$ cat src/rtl/metro_text_scroller_if.sv
// Signal bundle between the station-selection logic (master) and the
// metro_text_scroller (slave) that feeds the 4-digit display driver.
interface metro_text_scroller_if;
  logic       start;
  logic       stop;
  logic [1:0] station_sel;
  logic [4:0] thousands;
  logic [4:0] hundreds;
  logic [4:0] tens;
  logic [4:0] ones;
  logic       busy;
  logic       done;

  modport master (
    output start, stop, station_sel,
    input  thousands, hundreds, tens, ones, busy, done
  );

  modport slave (
    input  start, stop, station_sel,
    output thousands, hundreds, tens, ones, busy, done
  );
endinterface

$ cat src/rtl/metro_text_scroller.sv
// Scrolls a ROM-held metro station name right-to-left across four letter digits.
// Define SCROLL_LOOP_EN to wrap to the first frame forever instead of finishing once.
module metro_text_scroller #(
  parameter int TICK_CYCLES = 50_000_000,
  parameter int CNT_W       = 26
) (
  input  logic                    clk,
  input  logic                    rst_n,
  metro_text_scroller_if.slave    if_scr
);

  localparam logic [1:0] ST_IDLE   = 2'd0;
  localparam logic [1:0] ST_SCROLL = 2'd1;
  localparam logic [1:0] ST_DONE   = 2'd2;

  localparam logic [4:0] LT_A  = 5'd0;
  localparam logic [4:0] LT_D  = 5'd3;
  localparam logic [4:0] LT_E  = 5'd4;
  localparam logic [4:0] LT_G  = 5'd5;
  localparam logic [4:0] LT_H  = 5'd6;
  localparam logic [4:0] LT_I  = 5'd8;
  localparam logic [4:0] LT_L  = 5'd9;
  localparam logic [4:0] LT_M  = 5'd10;
  localparam logic [4:0] LT_N  = 5'd11;
  localparam logic [4:0] LT_O  = 5'd12;
  localparam logic [4:0] LT_P  = 5'd13;
  localparam logic [4:0] LT_S  = 5'd15;
  localparam logic [4:0] LT_T  = 5'd16;
  localparam logic [4:0] LT_U  = 5'd17;
  localparam logic [4:0] LT_Y  = 5'd18;
  localparam logic [4:0] LT_SP = 5'd19;
  localparam logic [4:0] LT_DASH = 5'd20;

  localparam logic [CNT_W-1:0] LP_TICK_LAST = CNT_W'(TICK_CYCLES - 1);

  logic [1:0]       r_state;
  logic [1:0]       r_sel;
  logic [3:0]       r_frame;
  logic [CNT_W-1:0] r_cnt;

  logic [1:0]       w_state_nxt;
  logic [1:0]       w_sel_nxt;
  logic [3:0]       w_frame_nxt;
  logic [CNT_W-1:0] w_cnt_nxt;
  logic             w_tick;
  logic [3:0]       w_last_frame;
  logic             w_scroll_nxt;

  function automatic logic [3:0] msg_len(input logic [1:0] sel);
    case (sel)
      2'd0:    msg_len = 4'd4;
      2'd1:    msg_len = 4'd7;
      2'd2:    msg_len = 4'd7;
      default: msg_len = 4'd8;
    endcase
  endfunction

  // Any index past the end of a name falls into the default arm and reads as SPACE.
  function automatic logic [4:0] rom_char(input logic [1:0] sel, input logic [4:0] idx);
    rom_char = LT_SP;
    case (sel)
      2'd0: case (idx)
        5'd0: rom_char = LT_U;  5'd1: rom_char = LT_L;
        5'd2: rom_char = LT_U;  5'd3: rom_char = LT_S;
        default: rom_char = LT_SP;
      endcase
      2'd1: case (idx)
        5'd0: rom_char = LT_S;  5'd1: rom_char = LT_I;
        5'd2: rom_char = LT_H;  5'd3: rom_char = LT_H;
        5'd4: rom_char = LT_I;  5'd5: rom_char = LT_Y;
        5'd6: rom_char = LT_E;
        default: rom_char = LT_SP;
      endcase
      2'd2: case (idx)
        5'd0: rom_char = LT_M;  5'd1: rom_char = LT_A;
        5'd2: rom_char = LT_L;  5'd3: rom_char = LT_T;
        5'd4: rom_char = LT_E;  5'd5: rom_char = LT_P;
        5'd6: rom_char = LT_E;
        default: rom_char = LT_SP;
      endcase
      default: case (idx)
        5'd0: rom_char = LT_T;  5'd1: rom_char = LT_A;
        5'd2: rom_char = LT_N;  5'd3: rom_char = LT_D;
        5'd4: rom_char = LT_O;  5'd5: rom_char = LT_G;
        5'd6: rom_char = LT_A;  5'd7: rom_char = LT_N;
        default: rom_char = LT_SP;
      endcase
    endcase
  endfunction

  // Digit k (0 = thousands) of frame f shows stream index f-3+k; negative reads SPACE.
  function automatic logic [4:0] stream_char(input logic [1:0] sel, input logic [3:0] frame,
                                             input logic [1:0] k);
    logic [4:0] pos;
    pos = {1'b0, frame} + {3'b000, k};
    if (pos < 5'd3) stream_char = LT_SP;
    else            stream_char = rom_char(sel, pos - 5'd3);
  endfunction

  assign w_tick       = (r_cnt == LP_TICK_LAST);
  assign w_last_frame = msg_len(r_sel) + 4'd3;
  assign w_scroll_nxt = (w_state_nxt == ST_SCROLL);

  // NOTE: every signal written here gets a default first so no latch is inferred.
  always_comb begin
    w_state_nxt = r_state;
    w_sel_nxt   = r_sel;
    w_frame_nxt = r_frame;
    w_cnt_nxt   = r_cnt;
    case (r_state)
      ST_SCROLL: begin
        if (if_scr.start) begin
          w_sel_nxt   = if_scr.station_sel;
          w_frame_nxt = 4'd0;
          w_cnt_nxt   = '0;
        end else if (if_scr.stop) begin
          w_state_nxt = ST_IDLE;
          w_frame_nxt = 4'd0;
          w_cnt_nxt   = '0;
        end else if (w_tick) begin
          w_cnt_nxt = '0;
          if (r_frame == w_last_frame) begin
            w_frame_nxt = 4'd0;
`ifdef SCROLL_LOOP_EN
            w_state_nxt = ST_SCROLL;
`else
            w_state_nxt = ST_DONE;
`endif
          end else begin
            w_frame_nxt = r_frame + 4'd1;
          end
        end else begin
          w_cnt_nxt = r_cnt + 1'b1;
        end
      end
      default: begin
        // IDLE and DONE both accept start; DONE always falls back to IDLE otherwise.
        w_frame_nxt = 4'd0;
        w_cnt_nxt   = '0;
        if (if_scr.start) begin
          w_state_nxt = ST_SCROLL;
          w_sel_nxt   = if_scr.station_sel;
        end else begin
          w_state_nxt = ST_IDLE;
        end
      end
    endcase
  end

  // NOTE: sequential state uses non-blocking assignments so all registers update together.
  always_ff @(posedge clk or negedge rst_n) begin
    if (!rst_n) begin
      r_state          <= ST_IDLE;
      r_sel            <= 2'd0;
      r_frame          <= 4'd0;
      r_cnt            <= '0;
      if_scr.thousands <= LT_DASH;
      if_scr.hundreds  <= LT_DASH;
      if_scr.tens      <= LT_DASH;
      if_scr.ones      <= LT_DASH;
      if_scr.busy      <= 1'b0;
      if_scr.done      <= 1'b0;
    end else begin
      r_state          <= w_state_nxt;
      r_sel            <= w_sel_nxt;
      r_frame          <= w_frame_nxt;
      r_cnt            <= w_cnt_nxt;
      // Outputs are built from next-state values so frame 0 appears on the start edge.
      if_scr.thousands <= w_scroll_nxt ? stream_char(w_sel_nxt, w_frame_nxt, 2'd0) : LT_DASH;
      if_scr.hundreds  <= w_scroll_nxt ? stream_char(w_sel_nxt, w_frame_nxt, 2'd1) : LT_DASH;
      if_scr.tens      <= w_scroll_nxt ? stream_char(w_sel_nxt, w_frame_nxt, 2'd2) : LT_DASH;
      if_scr.ones      <= w_scroll_nxt ? stream_char(w_sel_nxt, w_frame_nxt, 2'd3) : LT_DASH;
      if_scr.busy      <= w_scroll_nxt;
      if_scr.done      <= (w_state_nxt == ST_DONE);
    end
  end

endmodule

$ cat src/flat_wrapper.sv
// flat-port wrapper written by rule: the top's interface ports become plain ports
module metro_text_scroller_flat 
#(
  parameter int TICK_CYCLES = 50_000_000,
  parameter int CNT_W       = 26
)
  (clk, rst_n, if_scr_start, if_scr_stop, if_scr_station_sel, if_scr_thousands, if_scr_hundreds, if_scr_tens, if_scr_ones, if_scr_busy, if_scr_done);
  metro_text_scroller_if if_scr_i ();
  input  logic clk;
  input  logic rst_n;
  input wire logic [$bits(if_scr_i.start)-1:0] if_scr_start;
  input wire logic [$bits(if_scr_i.stop)-1:0] if_scr_stop;
  input wire logic [$bits(if_scr_i.station_sel)-1:0] if_scr_station_sel;
  output wire logic [$bits(if_scr_i.thousands)-1:0] if_scr_thousands;
  output wire logic [$bits(if_scr_i.hundreds)-1:0] if_scr_hundreds;
  output wire logic [$bits(if_scr_i.tens)-1:0] if_scr_tens;
  output wire logic [$bits(if_scr_i.ones)-1:0] if_scr_ones;
  output wire logic [$bits(if_scr_i.busy)-1:0] if_scr_busy;
  output wire logic [$bits(if_scr_i.done)-1:0] if_scr_done;
  assign if_scr_i.start = if_scr_start;
  assign if_scr_i.stop = if_scr_stop;
  assign if_scr_i.station_sel = if_scr_station_sel;
  assign if_scr_thousands = if_scr_i.thousands;
  assign if_scr_hundreds = if_scr_i.hundreds;
  assign if_scr_tens = if_scr_i.tens;
  assign if_scr_ones = if_scr_i.ones;
  assign if_scr_busy = if_scr_i.busy;
  assign if_scr_done = if_scr_i.done;
  metro_text_scroller #(.TICK_CYCLES(TICK_CYCLES), .CNT_W(CNT_W)) u_core (.clk(clk), .rst_n(rst_n), .if_scr(if_scr_i));
endmodule
$ cat config.mk
export PLATFORM = sky130hd
export DESIGN_NAME = metro_text_scroller_flat
export DESIGN_NICKNAME = d
export VERILOG_FILES = /design/src/rtl/metro_text_scroller_if.sv /design/src/rtl/metro_text_scroller.sv /design/src/flat_wrapper.sv
export SDC_FILE = /design/constraint.sdc
export NUM_CORES = 1
export LEC_CHECK = 0
export ABC_AREA = 1
export CAP_MARGIN = 10
export CELL_PAD_IN_SITES_DETAIL_PLACEMENT = 0
export CELL_PAD_IN_SITES_GLOBAL_PLACEMENT = 1
export CORE_UTILIZATION = 40
export DETAILED_ROUTE_END_ITERATION = 7
export GPL_TIMING_DRIVEN = 0
export PLACE_DENSITY_LB_ADDON = 0.3
export RECOVER_POWER = 50
export SETUP_SLACK_MARGIN = 0.05
export SLEW_MARGIN = 5
export SYNTH_ARGS = -nofsm -noshare
export SYNTH_HDL_FRONTEND = slang
export SYNTH_SLANG_ARGS = --single-unit
$ cat constraint.sdc
create_clock -name clk -period 3.03 [get_ports clk]
set_input_delay 0.909 -clock clk [delete_from_list [all_inputs] [get_ports clk]]
set_output_delay 0.909 -clock clk [all_outputs]
set_load 0.01 [all_outputs]
### Word-level counts from Yosys, hierarchy flattened

Memory sizes are Yosys's and may differ from the RTL's.
Index checks and enable logic that the tools add are counted.

| operators by class | value |
|---|---|
| shift operators | 0 |
| add/sub/neg operators | 10 |
| divide/modulo/power cells | 0 |
| order comparisons | 4 |
| multipliers | 0 |
| mux-type cells | 45 |
| eq/ne operators | 33 |
| reductions and logical operators | 27 |
| bitwise gates (word level) | 0 |

Operators by type and width:

| cell | count |
|---|---|
| 5-bit one-hot mux with 3 select lines | 8 |
| 5-bit one-hot mux with 6 select lines | 4 |
| 26-bit 2-to-1 mux | 4 |
| 5-bit one-hot mux with 5 select lines | 4 |
| 5-bit by 3-bit == test with 1-bit output, second input constant | 12 |
| 5-bit 2-to-1 mux | 12 |
| 5-bit by 2-bit == test with 1-bit output, second input constant | 8 |
| 2-bit OR reduction | 17 |
| 26-bit by 1-bit adder with 26-bit output, second input constant | 1 |
| 26-bit == test, second input constant | 1 |
| 5-bit by 1-bit == test with 1-bit output, second input constant | 4 |
| 5-bit logical NOT | 4 |
| 4-bit 2-to-1 mux | 5 |
| 5-bit by 2-bit < comparator with 1-bit output, second input constant | 3 |
| 5-bit by 2-bit subtractor with 5-bit output, second input constant | 3 |
| 2-bit logical NOT | 6 |
| 2-bit 2-to-1 mux | 6 |
| 4-bit by 2-bit adder with 5-bit output, second input constant | 2 |
| 2-bit by 1-bit == test with 1-bit output, second input constant | 4 |
| 4-bit one-hot mux with 2 select lines | 1 |
| 2-bit == test, second input constant | 3 |
| 4-bit by 1-bit adder with 5-bit output, second input constant | 1 |
| 4-bit by 2-bit subtractor with 5-bit output, second input constant | 1 |
| 4-bit by 1-bit adder with 4-bit output, second input constant | 1 |
| 4 further kinds | 4 |

| word-level totals | value |
|---|---|
| bits of input ports | 6 |
| memory bits (writable) | 0 |
| latch bits | 0 |
| bits in registers | 56 |
| memory bits (read-only) | 160 |
| memories | 4 |
| word-level logic and storage cells | 133 |
| output and inout port bits | 22 |

Memories:

| name | words | width | read ports | clocked after memory_dff | wr ports | line | RTL |
|---|---|---|---|---|---|---|---|
| (no name shown) | 8 | 5 | 1 | 0 | 0 | metro_text_scroller.sv:81 | `default: case (idx)` |
| (no name shown) | 8 | 5 | 1 | 0 | 0 | metro_text_scroller.sv:81 |  |
| (no name shown) | 8 | 5 | 1 | 0 | 0 | metro_text_scroller.sv:81 |  |
| (no name shown) | 8 | 5 | 1 | 0 | 0 | metro_text_scroller.sv:81 |  |

### Logic depth before layout (Yosys ltp)

| depth | value |
|---|---|
| depth after elaboration | 18 |
| depth in mapped cells | 28 |
| gate-level depth less buffers | 28 |

### Worst setup path after synthesis

Ideal clock, no wire load.

| path | value |
|---|---|
| path type | input to register |
| start point | in if_scr_start |
| end point | reg u_core.if_scr.tens[1] |
| cell stages on the path | 19 |
| library setup time | 114 ps |
| data required time | 2916 ps |
| arrival | 3319 ps |
| path slack | -403 ps |
| buffers on the path | 0 |
| path through | nor3_4 > nand2_2 > inv_1 > nand2_1 > nand2_1 > inv_1 > ha_1 > nor2_1 > inv_1 > nand2_1 > inv_1 > nor2_1 > o211ai_1 > nand3_2 > nand3_1 > nand2_1 > nand4_1 > nand2_1 > inv_1 |

| between the ends | value |
|---|---|
| cells in the longest elaborated chain, start to end | 10 |
| elaborated cells between the ends (all ways) | 33 |
| those cells by class | 2 x add/sub; 1 x order compare; 9 x eq/ne; 13 x mux; 7 x reduce/logical; 1 x memory |

RTL lines:

| element | line | RTL |
|---|---|---|
| start, declared | flat_wrapper.sv:11 | `input wire logic [$bits(if_scr_i.start)-1:0] if_scr_start;` |
| 4-bit 2-to-1 mux (*) | metro_text_scroller.sv:112 | `if (if_scr.start) begin` |
| 4-bit 2-to-1 mux (*) | metro_text_scroller.sv:110 | `case (r_state)` |
| named net u_core.w_frame_nxt[1] | metro_text_scroller.sv:43 | `logic [3:0] w_frame_nxt;` |
| 4-bit by 2-bit adder with 5-bit output (*) | metro_text_scroller.sv:95 | `pos = {1'b0, frame} + {3'b000, k};` |
| 5-bit by 2-bit subtractor with 5-bit output | metro_text_scroller.sv:97 | `else stream_char = rom_char(sel, pos - 5'd3);` |
| 5-bit by 3-bit == test with 1-bit output, or another cell as far along | metro_text_scroller.sv:67, metro_text_scroller.sv:74 |  |
| 2-bit OR reduction (no line) | n/a |  |
| 5-bit one-hot mux with 6 select lines, or another cell as far along | metro_text_scroller.sv:74 | `2'd2: case (idx)` |
| 5-bit one-hot mux with 3 select lines | metro_text_scroller.sv:61 | `case (sel)` |
| 5-bit 2-to-1 mux (*) | metro_text_scroller.sv:96 | `if (pos < 5'd3) stream_char = LT_SP;` |
| 5-bit 2-to-1 mux (*) | metro_text_scroller.sv:171 | `if_scr.tens <= w_scroll_nxt ? stream_char(w_sel_nxt, w_frame_nxt, 2'd2) : LT_DASH;` |
| end signal, assigned | metro_text_scroller.sv:171 |  |
| end, declared | metro_text_scroller_if.sv:21 | `output thousands, hundreds, tens, ones, busy, done` |

The timed path passes the listed nets; every way through them passes the cells marked *.

### Final worst setup path

| path | value |
|---|---|
| start point | in if_scr_start |
| end point | reg u_core.if_scr.hundreds[1] |

| between the ends | value |
|---|---|
| cells in the longest elaborated chain, start to end | 10 |
| elaborated cells between the ends (all ways) | 33 |
| those cells by class | 2 x add/sub; 1 x order compare; 9 x eq/ne; 13 x mux; 7 x reduce/logical; 1 x memory |

RTL lines:

| element | line | RTL |
|---|---|---|
| 4-bit 2-to-1 mux (*) | metro_text_scroller.sv:112 |  |
| 4-bit 2-to-1 mux (*) | metro_text_scroller.sv:110 |  |
| named net u_core.w_frame_nxt[2] | metro_text_scroller.sv:43 |  |
| 4-bit by 1-bit adder with 5-bit output (*) | metro_text_scroller.sv:95 |  |
| 5-bit by 2-bit subtractor with 5-bit output | metro_text_scroller.sv:97 |  |
| 5-bit by 3-bit == test with 1-bit output, or another cell as far along | metro_text_scroller.sv:67, metro_text_scroller.sv:74 |  |
| 2-bit OR reduction (no line) | n/a |  |
| 5-bit one-hot mux with 6 select lines, or another cell as far along | metro_text_scroller.sv:74 |  |
| 5-bit one-hot mux with 3 select lines | metro_text_scroller.sv:61 |  |
| 5-bit 2-to-1 mux (*) | metro_text_scroller.sv:96 |  |
| 5-bit 2-to-1 mux (*) | metro_text_scroller.sv:170 | `if_scr.hundreds <= w_scroll_nxt ? stream_char(w_sel_nxt, w_frame_nxt, 2'd1) : LT_DASH;` |
| end signal, assigned | metro_text_scroller.sv:170 |  |
| end, declared | metro_text_scroller_if.sv:21 |  |

Marked as above.

==> flow_summary.json <==
{
  "status": "finished, violations left",
  "violations": "negative setup slack",
  "synthToLayoutAreaGrowth_pct": 44.9,
  "tns_ns": -2.70,
  "ys_seq_elements": 56,
  "crit_path_frequent_cell": "nand2_2",
  "total_power_mw": 1.82,
  "port_buffers": 27,
  "worstPathCellList": "buf_12 -> nor3_4 -> buf_6 -> nand3_2 -> nand2_2 -> nand2_2 -> buf_8 -> inv_8 -> ha_4 -> nand4_1 -> clkinv_2 -> nand2_4 -> nand2_2 -> nand3_2 -> nand2_4 -> buf_6 -> o211ai_2 -> nand2_2 -> o21ai_1 -> nand2_1 -> nand3_2 -> nor2_2 -> nor2_2",
  "cts_tree": "done",
  "synthArstFlopShare_pct": 100,
  "setup_ws_ns": -0.256,
  "yosys.area.top_type_share_pct": 26.4,
  "antenna_found_initial": 0,
  "synthesis.nets": 676,
  "io_pins": 28,
  "finalHoldViolCount": 0,
  "grt_overflow": 0,
  "syn-cell-area_um2": 4550,
  "nFillCells": 990,
  "clock_skew_ns": 0.00865,
  "drt-total-wl_mm": 15.2,
  "gp_congestion": 0.902,
  "synth_edf_count": 0,
  "min_path_type": "reg -> reg",
  "yosysWarnings": 0,
  "design.die.area_um2": 11800,
  "cts_num_sinks": 56,
  "layout-drive-gt1-share_pct": 39.4,
  "cp_top_family": "simple AND/OR/NAND/NOR gates",
  "core_um2": 10900,
  "place_hpwl_mm": 10.1,
  "yosysTopAreaCell": "dfrtp_1",
  "insertion_delay_ns": 0.31,
  "netlist_top_cells_count": "nand2_1 (138), inv_1 (74), nor2_1 (73)",
  "min_period_ns": 3.29,
  "grt_pass1_vias": 4710,
  "register_area_um2": 1420,
  "rsz0062_at_grt": "yes",
  "synth-seq-area-share_pct": 31.0,
  "clockBufferDepth": 2,
  "cts-root-buf": "clkbuf_16",
  "postRouteAntennaNets": 0,
  "maxCapViolations": 0,
  "avgSynthCellArea_um2": 6.95,
  "grt_pass1_wl_mm": 23.5,
  "fin_crit_sh_pct": 108,
  "multi_input_area_um2": 3370,
  "max_stage_delay_ns": 0.30,
  "start_util_pct": 41.6,
  "worstMarginPinSlew_ns": 1.23,
  "slew_violations": 0,
  "htree_levels": 2,
  "clkTransAtPathRegs_ns": 0.07,
  "firstDrtPassIters": 7,
  "drt-initial-drc-count": 430,
  "worstPathMaxFanout": 5,
  "cts_buffers": 5,
  "hold_slack_ns": 0.465,
  "synth_area_leaders": "dfrtp_1 (26%), nand2_1 (11%), inv_1 (6.1%)",
  "antenna_cells": 0,
  "wl_per_cell_um": 16.7,
  "pwr_density_cell_nw_per_um2": 277,
  "grt_usage_pct": 25.8,
  "cp-end-kind": "flop",
  "leakagePower_nw": 2.94,
  "viasPerCell": 5.52,
  "final_core_util_pct": 60.2,
  "std_cell_rows": 38,
  "critPathKind": "in -> reg",
  "drc": 0,
  "nets": 796,
  "yosysMostFrequentCell": "nand2_1",
  "fmax_mhz": 304,
  "ir_drop_mv": 0.240,
  "chipHeight_um": 109,
  "cpMaxStageDelayCell": "nor3_4",
  "path_buf_inv": 6,
  "cp-start-kind": "input port",
  "setup_violations": 18,
  "syn_inst": 654,
  "vias": 5054,
  "ys.flop_type": "dfrtp_1",
  "slew_headroom_pct": 17.8,
  "dp_slack_ns": -1.33,
  "cp.required_ns": 3.21,
  "die_w_um": 109,
  "arrival_ns": 3.47,
  "grt_start_max_net_pins": 35,
  "ys_types": 51
}
flip-flops by register name, summed over array words and instances (netlist names):
signal and cells:
u_core.if_scr.hundreds 5, u_core.if_scr.ones 5, u_core.if_scr.busy 1, u_core.if_scr.thousands 5
u_core.r_state 2, u_core.r_frame 4, u_core.if_scr.tens 5, u_core.if_scr.done 1
u_core.r_sel 2, u_core.r_cnt 26
layout make-up:
class / instances / share of cell area [%]
buffer: 15 / 1.69
clock buffer: 6 / 1.96
clock inverter: 2 / 0.589
inverter: 91 / 5.68
multi-input combinational: 493 / 51.2
sequential: 56 / 21.5
tap: 140 / 2.66
timing repair buffer: 112 / 14.7
metal layers:
layer	vias up	global-route usage, %	wire [um]
met5	-	0	0
met2	182	40.0	7220
met1	2415	35.9	6760
met4	0	8.88	301
li1	2433	-	-
met3	24	4.78	956
report_power, final:
group | leakage [nW] | total (mW) | switching, mW | internal [mW]
logic | 2.14 | 0.336 | 0.198 | 0.138
registers | 0.717 | 0.800 | 0.0109 | 0.790
clock network | 0.0815 | 0.688 | 0.293 | 0.395
through the flow:
stage / instances / cell area [um^2]
after floorplan: 654 / 4630
after CTS: 882 / 6000
after global routing: 915 / 6590
after global placement: 821 / 5080
final: 915 / 6590
after detailed placement: 822 / 5090
layout by cell type (no fill, tap or decap), types with 3 or more instances in the layout:
cell | netlist | routed
nand2_1 | 138 | 106
nand2_4 | 3 | 10
buf_4 | 0 | 69
ha_4 | 0 | 9
a21oi_1 | 25 | 21
dfstp_2 | 8 | 8
nand3_1 | 51 | 33
inv_4 | 1 | 3
inv_1 | 74 | 58
o21ai_2 | 1 | 4
o21ai_1 | 15 | 17
clkdlybuf4s50_1 | 0 | 24
nand3_2 | 12 | 19
nor3_1 | 21 | 20
buf_2 | 2 | 3
o21ai_0 | 33 | 28
nand2_2 | 14 | 39
clkbuf_1 | 8 | 7
dfrtp_2 | 0 | 4
nor2_4 | 10 | 24
nand4_1 | 18 | 18
nand3_4 | 1 | 12
a31oi_1 | 9 | 8
a21oi_2 | 0 | 4
o211ai_1 | 6 | 6
xor2_1 | 3 | 3
clkbuf_16 | 0 | 5
ha_1 | 16 | 5
buf_6 | 4 | 17
dfrtp_1 | 48 | 44
o2111ai_1 | 3 | 3
nor2_2 | 8 | 17
nor2_1 | 73 | 50
inv_2 | 14 | 24
path summary, 6_finish.rpt:
check | startpoint | endpoint | slack (ns) | cells past startpoint
setup / recovery | if_scr_start | u_core.if_scr.hundreds[1] | -0.26 | 23
hold / removal | u_core.r_cnt[25] | u_core.r_cnt[25] | 0.46 | 1
setup reg to reg | u_core.r_state[1] | u_core.if_scr.hundreds[1] | -0.20 | 23
hold reg to reg | u_core.r_cnt[25] | u_core.r_cnt[25] | 0.46 | 1
max in group asynchronous | rst_n | u_core.r_cnt[21] | 0.65 | 2
min in group asynchronous | rst_n | u_core.r_cnt[15] | 0.84 | 1
timing repair:
item,CTS,global route
buffers inserted,49,33
pin swaps,45,43
endpoints found under the hold margin,0,0
setup endpoints to repair,21,21
gates cloned,3,0
resized for setup,92,103
hold buffers,0,0
logic make-up after synthesis:
family / Yosys count / share of synthesized area (%)
fa+ha+maj: 16 / 4.40
xor+xnor: 5 / 0.963
buf+inv: 106 / 9.52
compound gates: 110 / 14.4
flops: 56 / 31.0
simple gates: 361 / 39.6
worst register-to-register path: stages, from the launching register on:
cell,delay (ns)
dfrtp_1,0.37
or2_4,0.28
nor3_4,0.30
buf_6,0.15
nand3_2,0.06
nand2_2,0.08
nand2_2,0.07
buf_8,0.14
inv_8,0.05
ha_4,0.13
nand4_1,0.19
clkinv_2,0.16
nand2_4,0.07
nand2_2,0.08
nand3_2,0.08
nand2_4,0.10
buf_6,0.14
o211ai_2,0.11
nand2_2,0.13
o21ai_1,0.07
nand2_1,0.11
nand3_2,0.09
nor2_2,0.09
nor2_2,0.04
Power figures use the tool's default switching activity.
